**src/rtl/fetch_buffer.sv**
```systemverilog
// Instruction fetch buffer: issues word fetches under a credit limit and queues responses for decode.
// Optional same-cycle response bypass to decode is enabled with FETCH_BYPASS_EN.
module fetch_buffer #(
    parameter int                         ADDRESS_WIDTH = 32,
    parameter int                         DATA_WIDTH    = 32,
    parameter int                         DEPTH         = 4,
    parameter logic [ADDRESS_WIDTH-1:0]   RESET_PC      = '0
) (
    input  logic                     clk,
    input  logic                     rst,
    output logic                     req_valid,
    output logic [ADDRESS_WIDTH-1:0] req_addr,
    input  logic                     req_ready,
    input  logic                     resp_valid,
    input  logic [DATA_WIDTH-1:0]    resp_data,
    output logic                     instr_valid,
    output logic [DATA_WIDTH-1:0]    instr,
    output logic [ADDRESS_WIDTH-1:0] instr_pc,
    input  logic                     instr_ready,
    input  logic                     redirect,
    input  logic [ADDRESS_WIDTH-1:0] redirect_pc
);

    localparam int PW = $clog2(DEPTH);
    localparam int CW = PW + 1;
    localparam logic [CW:0] DEPTH_V = (CW+1)'(DEPTH);

    typedef enum logic {FETCH, FLUSH} state_t;

    state_t                   state;
    logic [ADDRESS_WIDTH-1:0] fetch_pc;
    logic [ADDRESS_WIDTH-1:0] buf_pc   [DEPTH];
    logic [DATA_WIDTH-1:0]    buf_data [DEPTH];
    logic [ADDRESS_WIDTH-1:0] fly_pc   [DEPTH];
    logic [PW-1:0]            head, tail, fly_head, fly_tail;
    logic [CW-1:0]            occ, outstanding, discard_cnt;

    logic                     req_fire, resp_keep, resp_drop;
    logic                     bypass, push, pop;
    logic [CW:0]              pend;
    logic [CW-1:0]            left, flush_left;
    logic [DATA_WIDTH-1:0]    head_data;
    logic [ADDRESS_WIDTH-1:0] head_pc;

    assign pend      = {1'b0, occ} + {1'b0, outstanding};
    assign req_valid = !rst && !redirect && (state == FETCH)
                       && (pend < DEPTH_V);
    assign req_addr  = fetch_pc;
    assign req_fire  = req_valid && req_ready;

    // Responses are only kept in FETCH; anything else is stale or spurious
    assign resp_keep = !rst && !redirect && (state == FETCH)
                       && resp_valid && (outstanding != '0);
    assign resp_drop = (state == FLUSH) && resp_valid
                       && (discard_cnt != '0);

`ifdef FETCH_BYPASS_EN
    assign bypass    = resp_keep && (occ == '0);
    assign head_data = (occ == '0) ? resp_data : buf_data[head];
    assign head_pc   = (occ == '0) ? fly_pc[fly_head] : buf_pc[head];
`else
    assign bypass    = 1'b0;
    assign head_data = buf_data[head];
    assign head_pc   = buf_pc[head];
`endif

    assign instr_valid = !rst && !redirect && ((occ != '0) || bypass);
    assign instr       = instr_valid ? head_data : '0;
    assign instr_pc    = instr_valid ? head_pc : '0;

    assign pop  = instr_valid && instr_ready && (occ != '0);
    assign push = resp_keep && !(bypass && instr_ready);

    // Responses still owed by memory once this cycle's response is counted
    assign left       = outstanding + discard_cnt;
    assign flush_left = left - CW'(resp_valid && (left != '0));

    always_ff @(posedge clk or posedge rst) begin
        if (rst) begin
            state       <= FETCH;
            fetch_pc    <= RESET_PC;
            occ         <= '0;
            outstanding <= '0;
            discard_cnt <= '0;
            head        <= '0;
            tail        <= '0;
            fly_head    <= '0;
            fly_tail    <= '0;
        end else if (redirect) begin
            fetch_pc    <= redirect_pc & ~ADDRESS_WIDTH'(3);
            occ         <= '0;
            outstanding <= '0;
            head        <= '0;
            tail        <= '0;
            fly_head    <= '0;
            fly_tail    <= '0;
            discard_cnt <= flush_left;
            state       <= (flush_left != '0) ? FLUSH : FETCH;
        end else begin
            if (req_fire) begin
                fetch_pc <= fetch_pc + ADDRESS_WIDTH'(4);
                fly_tail <= fly_tail + 1'b1;
            end
            if (resp_keep)
                fly_head <= fly_head + 1'b1;
            if (push)
                tail <= tail + 1'b1;
            if (pop)
                head <= head + 1'b1;
            outstanding <= outstanding + CW'(req_fire) - CW'(resp_keep);
            occ         <= occ + CW'(push) - CW'(pop);
            if (state == FLUSH) begin
                if (resp_drop)
                    discard_cnt <= discard_cnt - 1'b1;
                if ((discard_cnt == '0) || (discard_cnt == CW'(1) && resp_valid))
                    state <= FETCH;
            end
        end
    end

    always_ff @(posedge clk) begin
        if (req_fire)
            fly_pc[fly_tail] <= fetch_pc;
        if (push) begin
            buf_pc[tail]   <= fly_pc[fly_head];
            buf_data[tail] <= resp_data;
        end
    end

endmodule

```
**config.mk**
```make
export PLATFORM = sky130hd
export DESIGN_NAME = fetch_buffer
export DESIGN_NICKNAME = d
export VERILOG_FILES = /design/src/rtl/fetch_buffer.sv
export SDC_FILE = /design/constraint.sdc
export NUM_CORES = 1
export LEC_CHECK = 0
export CAP_MARGIN = 20
export CORE_MARGIN = 2
export CORE_UTILIZATION = 50
export DETAILED_ROUTE_END_ITERATION = 8
export GPL_TIMING_DRIVEN = 0
export PLACE_DENSITY = 0.73
export SETUP_SLACK_MARGIN = 0.02
export SLEW_MARGIN = 15
export SYNTH_ARGS = -nofsm -noshare
export SYNTH_HDL_FRONTEND = slang
export SYNTH_SLANG_ARGS = --single-unit
```
**constraint.sdc**
```tcl
create_clock -name clk -period 3.2 [get_ports clk]
set_clock_uncertainty 0.2 [all_clocks]
set_input_delay 0.64 -clock clk [delete_from_list [all_inputs] [get_ports clk]]
set_output_delay 0.64 -clock clk [all_outputs]
set_load 0.01 [all_outputs]
```
==> reports/qor.csv <==
metric,value,unit
most frequent cells in the layout,"edfxtp_1 (368), clkdlybuf4s50_1 (96), mux4_2 (92), and2_1 (63), clkbuf_16 (48)",
cell count after synthesis,911,
Slew headroom,49.5,%
Startpoint Class,flip-flop,
RSZ-0062 raised after global routing,yes,
Num CTS Buffers,42,
Final Instance Area,21100,sq um
Setup crit end kind,output port,
CTS tree,yes,
routed vias,9075,
post-route minimum period,3.14,ns
dominant synthesized flop cell,edfxtp_1,
Leak,7.31,nW
Final Cycle Share,98.1,%
Worst-path clk slew,0.06,ns
Peak VDD IR,0.000333,V
max-cap viol count,0,
mux contribution to synthesized area,12.7,%
Power Density,558,nW/um^2
Initial Utilization,50.6,%
"Req. time, crit path",2.36,ns
worst-margin pin slew,0.757,ns
Final #Nets,1232,
Synth Warn #,0,
drt pass-1 iters,4,
hpwl dp,22.3,mm
Cell variety after synth,58,
outcome,"complete, no violations",
CTS Buffer Depth,3,
root buffer cell,clkbuf_16,
WL/cell,21.7,um
first-pass GRT wire length,54.6,mm
final setup vio count,0,
share of cells above drive strength 1,21.5,%
vias in the first global route,9418,
Placed Area,19300,sq um
initial antenna violation count,0,
reg2reg setup slack,0.15,ns
Post-Place Cells,1532,
H-tree depth,2,
die area,35300,sq um
Synth Area in Compound Gates,2.84,%
post-synthesis register bit count,416,
critical path class,flip-flop to output port,
P&R area growth vs syn,24.7,%
hold buffers post-CTS,0,
XOR/XNOR Fraction of Synth Area,0.673,%
DRC Markers,0,
Post-Synth Simple-Gate Area,7.35,%
GP Congestion,0.909,
Power Total,11.8,mW
gr ovfl total,0,
Post-DRT Antenna Nets,0,
Fmax achieved,319,MHz
Hold Path Class,input pin to async pin,
Critical Path AT,2.30,ns
Chip Height,188,um
met1 usage,28.3,%
"FFs w/ async S/R, synth",11.5,%
number of flops mapped to enable cells by yosys,368,
FP Rows,67,
core area,33400,sq um
Fin Setup TNS,0,ns
combinational family with the most area after synthesis,multiplexers,
GR Util met3,3.20,%
CTS Sinks,416,
syn avg cell area,18.6,sq um
max-slew violation count,0,
Final Hold Fails,0,
drt via density,5.61,
Total GRT Usage,20.4,%
reg2reg path depth,13,
met2 Resource Use GR,33.7,%
fill count,2337,
final WL,35.2,mm
"commonest non-fill, non-tap cell in the layout",edfxtp_1,
post-layout util,63.0,%
Clock Latency Late Sink,0.54,ns
Adder-Cell Fraction of Synth Area,1.91,%
post-synthesis cell area,16900,sq um
Die Wd,188,um
port buffer count,161,
pin count of the biggest net entering global routing,46,
grt peak-use layer,met2,
Layout Cells excl Fill,1617,
ant diodes,0,
worst-path fanout max,6,
drt initial violations,656,
sequential area share after synthesis,72.4,%
I/O pin cnt,168,
[flip-flops by register name, indices dropped and copies added (netlist names)]
name / cells
tail: 2
state: 1
fly_head: 2
head: 2
fly_tail: 2
outstanding: 3
req_addr: 30
occ: 3
fly_pc: 120
buf_data: 128
buf_pc: 120
discard_cnt: 3
[layout make-up]
type,instances,area [sq um],area share (%)
clock inverter,20,211,1.00
inverter,23,88.8,0.421
multi-input combinational,424,4350,20.6
clock buffer,55,1180,5.60
sequential,416,12300,58.1
buffer,48,467,2.21
timing repair buffer,183,1970,9.32
tap,448,561,2.66
[worst max-delay path, cell delays in order, from the launching register on]
cell and delay (ns):
dfrtp_2 0.43, buf_12 0.18, buf_12 0.13, buf_4 0.12
mux4_2 0.49, and2_1 0.17, clkdlybuf4s15_1 0.24
[layer usage]
layer / up-vias / wire length (um)
li1: 4065 / -
met1: 4634 / 14800
met2: 330 / 17500
met3: 46 / 2160
met4: 0 / 687
met5: - / 0
[final timing paths]
kind                                                    to                        from
worst max-delay path                              instr[7]         head[0]$_DFFE_PP0P_
worst max register to register    outstanding[2]$_DFF_PP0_            occ[2]$_DFF_PP0_
min in group clk                discard_cnt[1]$_DFFE_PP0P_  discard_cnt[1]$_DFFE_PP0P_
worst min-delay path                       state$_DFF_PP0_                         rst
max in group asynchronous         req_addr[12]$_DFFE_PP0N_                         rst
worst min register to register  discard_cnt[1]$_DFFE_PP0P_  discard_cnt[1]$_DFFE_PP0P_
[per-stage QoR]
step	hold slack, ns	setup WS [ns]
2_1_floorplan	0.314	0.324
3_5_place_dp	0.357	-1.26
3_3_place_gp	0.345	-1.27
6_report	0.109	0.0605
4_1_cts	0.113	0.0181
5_1_grt	0.135	0.000460
[power breakdown]
| part | switching [mW] | internal [mW] | leakage (nW) | total, mW |
|---|---|---|---|---|
| clock | 1.98 | 2.92 | 0.672 | 4.90 |
| sequential | 0.172 | 6.02 | 3.91 | 6.19 |
| combinational | 0.334 | 0.330 | 2.72 | 0.664 |
| total | 2.48 | 9.27 | 7.31 | 11.8 |
[synthesized netlist by cell type (all sizes together), types with 2 or more instances]
cell / n / share of area, %
nor4: 5 / 0.31
edfxtp: 368 / 65
o311ai: 6 / 0.31
and2: 71 / 2.6
ha: 21 / 1.6
or3: 2 / 0.074
and3: 3 / 0.12
mux4: 92 / 12
xnor2: 9 / 0.47
nand3: 21 / 0.68
nor2: 34 / 0.80
fa: 3 / 0.36
inv: 23 / 0.53
a221o: 8 / 0.47
buf: 32 / 1.2
a41oi: 2 / 0.10
nand2b: 5 / 0.18
mux2i: 7 / 0.41
a211oi: 2 / 0.089
a21oi: 10 / 0.30
dfrtp: 48 / 7.1
a31oi: 4 / 0.15
o31ai: 3 / 0.13
and4: 2 / 0.11
nor3: 9 / 0.36
o211ai: 7 / 0.31
a21o: 4 / 0.18
o21ai: 18 / 0.53
clkbuf: 19 / 0.42
nand4: 13 / 0.78
nor2b: 5 / 0.18
xor2: 4 / 0.21
nand2: 41 / 0.91
[repair_timing]
| action | CTS | global route |
|---|---|---|
| pin swaps | 1 | 2 |
| resized for setup | 132 | 25 |
| cloned | 2 | 2 |
| setup endpoints to repair | 66 | 25 |
| buffers inserted | 7 | 2 |
[cells by family after synthesis]
logic type                 Yosys count
and+or+nand+nor                    215
other                                1
adders and majority gates           24
muxes                               99
buffers and inverters               74
xor gates and xnor gates            13
DFF                                416
AOI/OAI and AO/OA                   69
Power figures use the tool's default switching activity.
